## src/rtl/memory_stage.sv

```systemverilog
// memory_stage: MEM stage of a 5-stage RV32I pipeline.
//
// Drives a req/ack data-memory port, aligns store data onto byte lanes,
// extracts and extends load data, and owns the MEM/WB pipeline register.
// Upstream stages are held via stall_m_o while an access is outstanding.
//
// Optional build macro: MEM_MISALIGN_TRAP_EN
//   When defined, misaligned half/word accesses are not sent to memory.
//   They complete in one cycle with the RF write suppressed, and the
//   extra output misaligned_w_o flags the slot.
//   When undefined, low address bits only select lanes and every access
//   proceeds as if aligned.

module memory_stage #(
  parameter int DATA_WIDTH     = 32,
  parameter int REG_ADDR_WIDTH = 5
) (
  input  logic                      clk,
  input  logic                      rst,
  // EX/MEM inputs
  input  logic                      valid_m_i,
  input  logic                      reg_write_m_i,
  input  logic [1:0]                result_src_m_i,
  input  logic                      mem_write_m_i,
  input  logic [DATA_WIDTH-1:0]     alu_result_m_i,
  input  logic [DATA_WIDTH-1:0]     rs2_data_m_i,
  input  logic [REG_ADDR_WIDTH-1:0] rd_addr_m_i,
  input  logic [DATA_WIDTH-1:0]     pc_plus_4_m_i,
  input  logic [2:0]                funct3_m_i,
  // data-memory port
  output logic                      dmem_req_o,
  output logic                      dmem_we_o,
  output logic [DATA_WIDTH-1:0]     dmem_addr_o,
  output logic [3:0]                dmem_be_o,
  output logic [DATA_WIDTH-1:0]     dmem_wdata_o,
  input  logic                      dmem_ack_i,
  input  logic [DATA_WIDTH-1:0]     dmem_rdata_i,
  // hazard
  output logic                      stall_m_o,
  // MEM/WB outputs
  output logic                      valid_w_o,
  output logic                      reg_write_w_o,
  output logic [1:0]                result_src_w_o,
  output logic [DATA_WIDTH-1:0]     alu_result_w_o,
  output logic [DATA_WIDTH-1:0]     read_data_w_o,
  output logic [REG_ADDR_WIDTH-1:0] rd_addr_w_o,
`ifdef MEM_MISALIGN_TRAP_EN
  output logic                      misaligned_w_o,
`endif
  output logic [DATA_WIDTH-1:0]     pc_plus_4_w_o
);

  localparam logic [1:0] RES_LOAD = 2'b01;

  // Access FSM states.
  localparam logic [0:0] IDLE = 1'b0;
  localparam logic [0:0] WAIT = 1'b1;

  logic [0:0] state_q;
  logic [0:0] state_d;

  logic        mem_op;
  logic        is_byte;
  logic        is_half;
  logic        misaligned;
  logic        req;
  logic        stall;
  logic [3:0]  store_be;
  logic [31:0] store_wdata;
  logic [7:0]  load_byte;
  logic [15:0] load_half;
  logic [31:0] load_data;
  logic [1:0]  lane;

  assign lane = alu_result_m_i[1:0];

  // Classify the slot: memory access or not, and its access size.
  always_comb begin
    mem_op  = valid_m_i & (mem_write_m_i | (result_src_m_i == RES_LOAD));
    // funct3[1:0] gives the size for both loads and stores; unsigned loads
    // only differ in bit 2, and every other encoding behaves as a word.
    is_byte = (funct3_m_i[1:0] == 2'b00);
    is_half = (funct3_m_i[1:0] == 2'b01);
  end

`ifdef MEM_MISALIGN_TRAP_EN
  // A half needs addr[0]==0 and a word needs addr[1:0]==0.
  always_comb begin
    misaligned = mem_op & ((is_half & lane[0]) |
                           (~is_byte & ~is_half & (lane != 2'b00)));
  end
`else
  // Without trapping every access is treated as aligned.
  always_comb begin
    misaligned = 1'b0;
  end
`endif

  // Request/stall generation; reset drops the request at once, even mid-WAIT.
  always_comb begin
    req   = ~rst & (((state_q == IDLE) & mem_op & ~misaligned) |
                    (state_q == WAIT));
    stall = req & ~dmem_ack_i;
  end

  // Next-state logic: wait in WAIT until the memory acknowledges.
  always_comb begin
    // NOTE: assign a default before any branch so no path leaves state_d
    // unassigned; otherwise synthesis infers a latch.
    state_d = state_q;
    case (state_q)
      IDLE:    if (req & ~dmem_ack_i) state_d = WAIT;
      WAIT:    if (dmem_ack_i)        state_d = IDLE;
      default: state_d = IDLE;
    endcase
  end

  // State register; reset abandons any outstanding access.
  always_ff @(posedge clk or posedge rst) begin
    // NOTE: sequential state uses non-blocking assignments so every flop
    // samples pre-edge values regardless of block evaluation order.
    if (rst) state_q <= IDLE;
    else     state_q <= state_d;
  end

  // Store lane alignment: replicate the datum and enable the addressed lanes.
  always_comb begin
    store_be    = 4'b1111;
    store_wdata = rs2_data_m_i;
    if (mem_write_m_i) begin
      if (is_byte) begin
        store_be    = 4'b0001 << lane;
        store_wdata = {4{rs2_data_m_i[7:0]}};
      end else if (is_half) begin
        store_be    = lane[1] ? 4'b1100 : 4'b0011;
        store_wdata = {2{rs2_data_m_i[15:0]}};
      end
    end
  end

  // Load extraction and extension from the returned word.
  always_comb begin
    load_byte = dmem_rdata_i[7:0];
    case (lane)
      2'b00:   load_byte = dmem_rdata_i[7:0];
      2'b01:   load_byte = dmem_rdata_i[15:8];
      2'b10:   load_byte = dmem_rdata_i[23:16];
      default: load_byte = dmem_rdata_i[31:24];
    endcase
    load_half = lane[1] ? dmem_rdata_i[31:16] : dmem_rdata_i[15:0];
    case (funct3_m_i)
      3'b000:  load_data = {{24{load_byte[7]}}, load_byte};
      3'b001:  load_data = {{16{load_half[15]}}, load_half};
      3'b100:  load_data = {24'h000000, load_byte};
      3'b101:  load_data = {16'h0000, load_half};
      default: load_data = dmem_rdata_i;
    endcase
  end

  // Memory port and hazard outputs, all combinational.
  always_comb begin
    dmem_req_o   = req;
    dmem_we_o    = req & mem_write_m_i;
    dmem_addr_o  = {alu_result_m_i[31:2], 2'b00};
    dmem_be_o    = store_be;
    dmem_wdata_o = store_wdata;
    stall_m_o    = stall;
  end

  // MEM/WB register: bubble while stalled, otherwise capture the slot.
  always_ff @(posedge clk or posedge rst) begin
    // NOTE: these are plain flops, not a memory array, so resetting every
    // field is cheap and keeps the W outputs defined out of reset.
    if (rst) begin
      valid_w_o      <= 1'b0;
      reg_write_w_o  <= 1'b0;
      result_src_w_o <= 2'b00;
      alu_result_w_o <= '0;
      read_data_w_o  <= '0;
      rd_addr_w_o    <= '0;
      pc_plus_4_w_o  <= '0;
`ifdef MEM_MISALIGN_TRAP_EN
      misaligned_w_o <= 1'b0;
`endif
    end else if (stall) begin
      valid_w_o      <= 1'b0;
      reg_write_w_o  <= 1'b0;
`ifdef MEM_MISALIGN_TRAP_EN
      misaligned_w_o <= 1'b0;
`endif
    end else begin
      valid_w_o      <= valid_m_i;
      reg_write_w_o  <= reg_write_m_i & valid_m_i & ~misaligned;
      result_src_w_o <= result_src_m_i;
      alu_result_w_o <= alu_result_m_i;
      read_data_w_o  <= load_data;
      rd_addr_w_o    <= rd_addr_m_i;
      pc_plus_4_w_o  <= pc_plus_4_m_i;
`ifdef MEM_MISALIGN_TRAP_EN
      misaligned_w_o <= misaligned;
`endif
    end
  end

endmodule

```

## config.mk

```make
export PLATFORM = sky130hd
export DESIGN_NAME = memory_stage
export DESIGN_NICKNAME = d
export VERILOG_FILES = /design/src/rtl/memory_stage.sv
export SDC_FILE = /design/constraint.sdc
export NUM_CORES = 1
export LEC_CHECK = 0
export ABC_AREA = 0
export CAP_MARGIN = 0
export CORE_AREA = 2 2 126 128
export DETAILED_ROUTE_END_ITERATION = 8
export DIE_AREA = 0 0 128 130
export GPL_ROUTABILITY_DRIVEN = 0
export PLACE_DENSITY = 0.76
export SLEW_MARGIN = 20
export SYNTH_ARGS = -nofsm -noshare
export SYNTH_HDL_FRONTEND = slang
export SYNTH_SLANG_ARGS = --single-unit
```

## constraint.sdc

```tcl
create_clock -name clk -period 4.6 [get_ports clk]
set_clock_uncertainty 0.1 [all_clocks]
set_input_delay 0.92 -clock clk [delete_from_list [all_inputs] [get_ports clk]]
set_output_delay 0.92 -clock clk [all_outputs]
set_load 0.1 [all_outputs]
```

# Yosys cells after proc, flatten, opt, wreduce, memory -nomap -nowiden
# Index checks and enable logic that the tools add are counted.
totals:
  regBits: 106
  ram_bits: 0
  latchBits: 0
  rom_bits: 0
  n_memories: 0
  output_inout_bits: 176
  in_bits: 144
op_classes:
  muxes: 15
  n_shift: 1
  n_addsub: 0
  div_mod_pow: 0
  magnitude_cmp: 0
  n_reduce_logical: 3
  n_mul: 0
  eq_ne: 7
  bitwise_logic: 11
op_table:
  columns: ["op", "n"]
  rows:
  - ["32-bit case mux with 4 select lines", 1]
  - ["32-bit 2-to-1 mux", 3]
  - ["8-bit case mux with 3 select lines", 1]
  - ["16-bit 2-to-1 mux", 1]
  - ["4-bit 2-to-1 mux", 4]
  - ["1-bit AND", 6]
  - ["2-bit by 1-bit == test with 1-bit output, second input constant", 3]
  - ["3-bit == test, second input constant", 2]
  - ["2-bit zero test", 2]
  - ["1-bit 2-to-1 mux", 4]
  - ["1-bit by 2-bit << shifter with 4-bit output, first input constant", 1]
  - ["3-bit by 1-bit == test with 1-bit output, second input constant", 1]
  - ["3-bit zero test", 1]
  - ["1-bit NOT", 3]
  - ["2-bit == test, second input constant", 1]
  - ["1-bit OR", 2]
  - ["1-bit case mux with 2 select lines", 1]

# Logic depth before layout (Yosys ltp)
# Gate-level depths: netlist of run 1.
depth:
  ltp_word: 9
  ltp_mapped: 7

# Least setup slack after synthesis of run 1
# Ideal clock, no wire load.
synth_timing:
  kind: "input to output"
  start: "input port result_src_m_i[0]"
  end: "output port dmem_we_o"
  t_required_ns: 3.580
  arrival_ns: 3.834
  slack_ns: -0.254
  cell_stages: 5
  path_cell_list: "nor2b_1 o21ai_2 clkbuf_1 a21oi_1 and2_1"
synth_via:
  elab_chain_cells: 7
synth_lines:
  columns: ["element", "line", "text"]
  rows:
  - ["start, declared", "23", "input logic [1:0] result_src_m_i,"]
  - ["2-bit by 1-bit == test with 1-bit output", "79", "mem_op = valid_m_i & (mem_write_m_i | (result_src_m_i == RES_LOAD));"]
  - ["1-bit OR", "79", null]
  - ["1-bit AND", "79", null]
  - ["1-bit AND", "101", "req = ~rst & (((state_q == IDLE) & mem_op & ~misaligned) |"]
  - ["1-bit OR", "101", null]
  - ["1-bit AND", "101", null]
  - ["net dmem_req_o", "31", "output logic dmem_req_o,"]
  - ["1-bit AND", "163", "dmem_we_o = req & mem_write_m_i;"]
  - ["end, declared", "32", "output logic dmem_we_o,"]
# The timed path passes the listed nets, and every way through them passes these cells.

# Worst setup path after layout of run 1
layout_timing:
  start: "input port result_src_m_i[0]"
  end: "output port dmem_we_o"
layout_via:
  elab_chain_cells: 7
layout_lines:
  columns: ["element", "line"]
  rows:
  - ["2-bit by 1-bit == test with 1-bit output", "79"]
  - ["1-bit OR", "79"]
  - ["1-bit AND", "79"]
  - ["1-bit AND", "101"]
  - ["1-bit OR", "101"]
  - ["1-bit AND", "101"]
  - ["1-bit AND", "163"]
# No other way between the ends.

==> results of run 1 <==
-- stage by stage --
step / area, um2 / instances / hold slack (ns)
finish: 8862 / 906 / 0.3889
global route: 8862 / 906 / 0.4140
CTS: 8862 / 906 / 0.3967
detailed placement: 8574 / 890 / 0.3824
global placement: 8574 / 890 / 0.3758
floorplan: 5368 / 441 / 0.3807
-- worst max-delay path, delay by kind of cell --
kind / cells / cell delay, ns
and+or+nand+nor: 2 / 0.48
AOI/OAI and AO/OA: 2 / 0.53
buffers and inverters: 2 / 0.77
-- area by class of cell --
class / count / area, um2 / area share (%)
Sequential cell: 106 / 2653 / 29.93
Tap cell: 192 / 240.2 / 2.711
Inverter: 8 / 35.03 / 0.3953
Multi-Input combinational cell: 256 / 2201 / 24.83
Timing Repair Buffer: 328 / 3446 / 38.88
Clock buffer: 12 / 256.5 / 2.894
Clock inverter: 4 / 31.28 / 0.3530
-- flip-flops by register name, indices dropped and copies added, names as in the netlist --
register / count
valid_w_o: 1
rd_addr_w_o: 5
state_q: 1
alu_result_w_o: 32
reg_write_w_o: 1
read_data_w_o: 32
pc_plus_4_w_o: 32
result_src_w_o: 2
-- power by group --
group          total (uW)  internal [uW]  switching, uW
combinational        1580            448           1140
clock                 742            402            340
sequential           1060           1010           44.3
total                3390           1870           1520
-- kinds of logic (layout without fill, tap and decap cells) --
| group | after synthesis | count (layout) | share of synthesized area (%) |
|---|---|---|---|
| flip-flops | 106 | 106 | 49.49 |
| other | 1 | 2 | 0.06996 |
| AO/OA/AOI/OAI | 70 | 70 | 9.290 |
| buffers and inverters | 79 | 352 | 9.594 |
| AND/OR/NAND/NOR | 57 | 57 | 5.182 |
| multiplexers | 127 | 127 | 26.38 |
-- worst max path at each step --
stage                           start                            end  slack [ns]  cells after the start
global placement    result_src_m_i[0]  alu_result_w_o[3]$_DFFE_PP0N_        0.81                      7
floorplan                         rst  alu_result_w_o[0]$_DFFE_PP0N_        0.43                      3
detailed placement  result_src_m_i[0]  pc_plus_4_w_o[17]$_DFFE_PP0N_        0.70                      7
global route        result_src_m_i[0]                      dmem_we_o        0.78                      6
CTS                 result_src_m_i[0]                      dmem_we_o        0.83                      6
finish              result_src_m_i[0]                      dmem_we_o        0.88                      6
-- placed cells by master, fill, tap and decap left out, drive strengths merged --
cell           instances
and2                   2
o211ai                 1
mux2                 104
nand2                 30
clkinv                 1
buf                   80
nor2b                 11
o22ai                  3
a221o                  1
o2bb2ai                5
nand2b                 9
a211o                  1
inv                   11
o21ai                  9
clkbuf                12
o21bai                 2
a21oi                 11
nor3b                  1
nor2                   3
dfrtp                106
a2111oi               16
and3                   1
clkdlybuf4s50        248
mux2i                 22
conb                   2
mux4                   1
a22o                   1
a31oi                 16
a21o                   3
o21ba                  1
-- routing by layer --
| metal | up-vias | part of all wire [%] | GRT usage [%] |
|---|---|---|---|
| li1 | 2066 | - | - |
| met4 | 0 | 3.1 | 8.533 |
| met1 | 2197 | 35 | 20.84 |
| met2 | 244 | 54 | 37.43 |
| met5 | - | 0 | 0 |
| met3 | 28 | 7.5 | 5.125 |
==> run metrics, run 1 <==
GR Overflow Total 0; number of hold-repair buffers added at the cts stage 0; outcome finished clean; gr usage total 19.81%; Seq cells post-synth 106; sequence of cells on the critical path clkdlybuf4s50_1, nor2b_1, o21ai_2, a21oi_2, and2_1, buf_4; accumulated negative setup slack 0 ns; number of cells on the worst reg-to-reg path 5; I/O Buffers 317; detailed-placement wirelength estimate 13.89 mm; post-synth top area share 49.49%; detailed-route via count 4535; height of the die 130 um; crit end category output port; post-CTS setup buffers 0; IR Drop Worst-Case VDD 0.2035 mV; Reg2Reg Setup Slack 2.20 ns; max-cap viol count 0; slew at the pin with the worst max-slew slack 1.082 ns; reg-to-reg startpoint state_q$_DFF_PP0_; register area share after synthesis 49.49%; ports placed on the boundary 320; final core utilization 57.45%; final hold violation count 0; wire length of the first global-routing pass 25.23 mm; most frequently used cell type in the post-synthesis netlist sky130_fd_sc_hd__dfrtp_1; commonest cells in the netlist 106 x sky130_fd_sc_hd__dfrtp_1, 99 x sky130_fd_sc_hd__mux2_2, 41 x sky130_fd_sc_hd__buf_4; count of nets after finishing 853; highest cell delay on the worst timing path 0.48 ns; clk slew on worst S/H paths 0.06 ns; worst-case headroom to the max-slew limit 27.61%; hold path endpoint alu_result_w_o[27]$_DFFE_PP0N_; post-detailed-route via-to-cell ratio 5.006; first drt pass iteration count 4; Leak 0.003720 uW; vias in the first global route 4616; worst flop-to-flop path endpoint pc_plus_4_w_o[17]$_DFFE_PP0N_; final number of setup-violating endpoints 0; post-cts sizing count 0; ys flop type sky130_fd_sc_hd__dfrtp_1; initial antenna violation count 0; total power density per cell area 382.0 nW/um2; Netlist cell types 36; Synth-to-Final Area Change 65.34%; RSZ-0062 raised after global routing no; share of async-settable or async-resettable flops after synthesis 100.0%; number of cell rows 46; violation count after the first detailed-routing iteration 183; Synth Instances 440; worst endpoint data arrival time 2.70 ns; max frequency 268.6 MHz; crit path max-delay cell type sky130_fd_sc_hd__clkdlybuf4s50_1; detailed-route wire length 17.31 mm; number of enable flip-flop cells after synthesis 0; pre-CTS setup slack 0.7008 ns; cell type with the highest aggregate area in the netlist sky130_fd_sc_hd__dfrtp_1; number of buffers between clock root and the deepest sink 2; maximum number of pins on one net before global-route repair 72; overall die area 16640 um2; count of fill cells added during filler insertion 1258; level count of the clock H-tree 3; # clock sinks 106; Syn. warnings 0; total power 3386 uW; clock tree from TritonCTS built; worst setup margin 0.8769 ns; Root Buffer sky130_fd_sc_hd__clkbuf_16; synthesized area divided by synthesized cell count 12.18 um2; type of the tightest min-delay check flip-flop to flip-flop; Wirelength per Cell 19.11 um; post-route ant nets 0; number of DRC violations after detailed routing 0; Core Region 15420 um2; critical path data required time 3.58 ns; fraction of layout instances using a drive strength above 1 28.43%; clock insertion delay at the later pin of the skew report 0.34 ns; cell depth of the worst hold path 1; startpoint type of the worst setup path input pin; beginning of the worst hold path alu_result_w_o[27]$_DFFE_PP0N_; type of the setup path with the least slack input pin to output port; die outline width 128 um; minimum clock period 3.723 ns; portion of the clock cycle consumed by the worst path in the final layout 80.94%; Pins Over Slew Limit 0; area of the mapped netlist 5360 um2; CTS buffer count 9; Inserted Diodes 0; starting utilization of the core area 34.75%; top cells by area, synth sky130_fd_sc_hd__dfrtp_1 49%, sky130_fd_sc_hd__mux2_2 21%, sky130_fd_sc_hd__buf_4 5.7%; Max FO, Critical Path 18
Note: power is estimated with default switching activity, not from simulation.
==> inputs of run 2 (changes only) <==
--- a/config.mk
+++ b/config.mk
@@ -7,11 +7,10 @@
 export LEC_CHECK = 0
 export ABC_AREA = 0
 export CAP_MARGIN = 0
-export CORE_AREA = 2 2 126 128
+export CORE_UTILIZATION = 34
 export DETAILED_ROUTE_END_ITERATION = 8
-export DIE_AREA = 0 0 128 130
 export GPL_ROUTABILITY_DRIVEN = 0
-export PLACE_DENSITY = 0.76
+export PLACE_DENSITY = 0.77
 export SLEW_MARGIN = 20
 export SYNTH_ARGS = -nofsm -noshare
 export SYNTH_HDL_FRONTEND = slang
==> constraint.sdc (replaced) <==
create_clock -name clk -period 3.15 [get_ports clk]
set_clock_uncertainty 0.1 [all_clocks]
set_input_delay 0.63 -clock clk [delete_from_list [all_inputs] [get_ports clk]]
set_output_delay 0.63 -clock clk [all_outputs]
set_load 0.1 [all_outputs]
==> run 2 against run 1 <==
Sequential share of layout area is 0.28 points higher. Utilization fell by 0.12 points. Count of clock-buffer cells in the layout down 2. Total power grew 47%. Critical path depth fell by 1. Combinational power is 45% higher. Critical endpoint is now dmem_wdata_o[14]. Largest power group unchanged. Flip-flop and latch count stayed put. Non-clock buffer count up 7. Wire length increased by 0.34%. Worst hold slack improved by 0.0069 ns. Die area is 2.2% lower. Sequential power up 46%.
==> run metrics, run 2 (synthesized netlist as in run 1, its figures left out) <==
I/O Buffers 317 (unchanged); number of hold-repair buffers added at the cts stage 0 (unchanged); Max FO, Critical Path 8 (-10); Non-Filler Instances 934 (+3.1%); slew at the pin with the worst max-slew slack 0.6155 ns (-0.4670 ns); RSZ-0062 raised after global routing no; height of the die 127.6 um (-1.9%); CTS buffer count 9 (unchanged); max-cap viol count 0 (unchanged); crit end category output port; Pins Over Slew Limit 0 (unchanged); portion of the clock cycle consumed by the worst path in the final layout 92.46%; count of nets after finishing 860 (+0.82%); violation count after the first detailed-routing iteration 201 (+9.8%); fraction of layout instances using a drive strength above 1 45.21% (+17 points); post-cts sizing count 0 (unchanged); post-detailed-route via-to-cell ratio 4.895 (-2.2%); hold path endpoint alu_result_w_o[26]$_DFFE_PP0N_; clock insertion delay at the later pin of the skew report 0.35 ns (about the same); type of the tightest min-delay check flip-flop to flip-flop; GR Overflow Total 0 (unchanged); worst flop-to-flop path endpoint pc_plus_4_w_o[20]$_DFFE_PP0N_; worst endpoint data arrival time 2.18 ns (-0.52 ns); sequence of cells on the critical path clkdlybuf4s50_1, nand2b_1, nor2_2, mux2_2, buf_12; total power 4967 uW (+47%); number of DRC violations after detailed routing 0 (unchanged); initial antenna violation count 2 (+2); outcome finished clean; post-CTS setup buffers 0 (unchanged); detailed-placement wirelength estimate 13.83 mm (-0.44%); highest cell delay on the worst timing path 0.44 ns (-0.04 ns); Core Region 15310 um2 (-0.71%); type of the setup path with the least slack input pin to output port; beginning of the worst hold path alu_result_w_o[26]$_DFFE_PP0N_; worst-case headroom to the max-slew limit 58.88% (+31 points); wire length of the first global-routing pass 25.93 mm (+2.8%); CP delay by family, top buffers and inverters; number of cells on the worst reg-to-reg path 5 (unchanged); overall die area 16270 um2 (-2.2%); startpoint type of the worst setup path input pin; starting utilization of the core area 35.00% (+0.25 points); clk slew on worst S/H paths 0.07 ns (about the same); Synth-to-Final Area Change 63.82%; level count of the clock H-tree 3 (unchanged); vias in the first global route 4749 (+2.9%); Reg2Reg Setup Slack 1.04 ns (-1.16 ns); Leak 0.003868 uW (+4.0%); minimum clock period 2.912 ns; # clock sinks 106 (unchanged); gr usage total 21.20% (+1.4 points); IR Drop Worst-Case VDD 0.2590 mV (+27%); final hold violation count 0 (unchanged); placed instance count 916 (+2.9%); max frequency 343.4 MHz; die outline width 127.6 um (-0.34%); critical path data required time 2.42 ns (-1.16 ns); first drt pass iteration count 6 (+2); clock tree from TritonCTS built; reg-to-reg startpoint state_q$_DFF_PP0_; number of buffers between clock root and the deepest sink 2 (unchanged); number of cell rows 45 (-2.2%); most common cell after layout, fill and taps aside sky130_fd_sc_hd__buf_4; maximum number of pins on one net before global-route repair 53 (-26%); Root Buffer sky130_fd_sc_hd__clkbuf_16; Wirelength per Cell 18.60 um (-2.7%); registers with the most flip-flops alu_result_w_o (32), pc_plus_4_w_o (32), read_data_w_o (32); cell depth of the worst hold path 1 (unchanged); ports placed on the boundary 320 (unchanged); detailed-route wire length 17.37 mm (+0.34%); Worst Path Buf+Inv 2 (unchanged); total power density per cell area 565.7 nW/um2 (+48%); post-route ant nets 0 (unchanged); crit path max-delay cell type sky130_fd_sc_hd__clkdlybuf4s50_1; final number of setup-violating endpoints 0 (unchanged); highest-count cells in the layout ignoring fill and taps 159 x sky130_fd_sc_hd__buf_4, 143 x sky130_fd_sc_hd__clkdlybuf4s50_1, 106 x sky130_fd_sc_hd__dfrtp_1; depth of the critical timing path with buffers and inverters included 5 (-1); detailed-route via count 4572 (+0.82%)
-- run 2: changes by cell type in the layout (fill, tap and decap cells not counted), sizes merged, moves of 2 or more --
| cell | before | now |
|---|---|---|
| buf | 80 | 192 |
| clkbuf | 12 | 10 |
| clkdlybuf4s50 | 248 | 143 |
| clkinvlp | 0 | 3 |
| diode | 0 | 2 |
| inv | 11 | 9 |
-- run 2: worst max-delay path by stage --
stage | start | to
floorplan | result_src_m_i[0] | dmem_we_o
global placement | result_src_m_i[0] | pc_plus_4_w_o[30]$_DFFE_PP0N_
detailed placement | result_src_m_i[0] | alu_result_w_o[6]$_DFFE_PP0N_
CTS | funct3_m_i[0] | dmem_be_o[0]
global route | funct3_m_i[1] | dmem_wdata_o[15]
finish | funct3_m_i[1] | dmem_wdata_o[14]
-- run 2: layer usage --
metal | GRT usage (%) | routed length [um]
met5 | 0 | 0
met4 | 10.71 | 522
met3 | 6.281 | 1612
met2 | 39.63 | 9430
met1 | 21.23 | 5804
-- run 2: layout make-up --
type,instances,area (um2)
inverters,8,36.28
repair buffers,335,3286
well taps,211,264.0
multi-input cells,256,2238
clock inverters,6,60.06
clock buffers,10,239.0
fillers,1304,6534
flip-flops and latches,106,2653
diodes,2,5.005
-- run 2: worst register-to-register path, stage by stage (launching register included) --
cell	delay [ns]
sky130_fd_sc_hd__dfrtp_1	0.35
sky130_fd_sc_hd__inv_1	0.23
sky130_fd_sc_hd__a211o_1	0.40
sky130_fd_sc_hd__inv_4	0.10
sky130_fd_sc_hd__buf_4	0.40
sky130_fd_sc_hd__mux2_2	0.42
-- run 2: through the flow --
| step | setup WS (ns) | hold WS [ns] | TNS, ns | area [um2] | util, % |
|---|---|---|---|---|---|
| global route | 0.1327 | 0.4256 | 0 | 8781 | 57.34 |
| finish | 0.2375 | 0.3959 | 0 | 8781 | 57.34 |
| detailed placement | 0.1156 | 0.3866 | 0 | 8477 | 55.35 |
| global placement | 0.1388 | 0.3768 | 0 | 8477 | 55.35 |
| CTS | 0.2119 | 0.4039 | 0 | 8776 | 57.30 |
| floorplan | -0.4377 | 0.3807 | -0.4377 | 5409 | - |
-- run 2: power breakdown --
part           internal (uW)  switching (uW)  total [uW]
Clock                    575             551        1130
Combinational            628            1660        2290
Sequential              1480            67.5        1550
Total                   2680            2280        4970
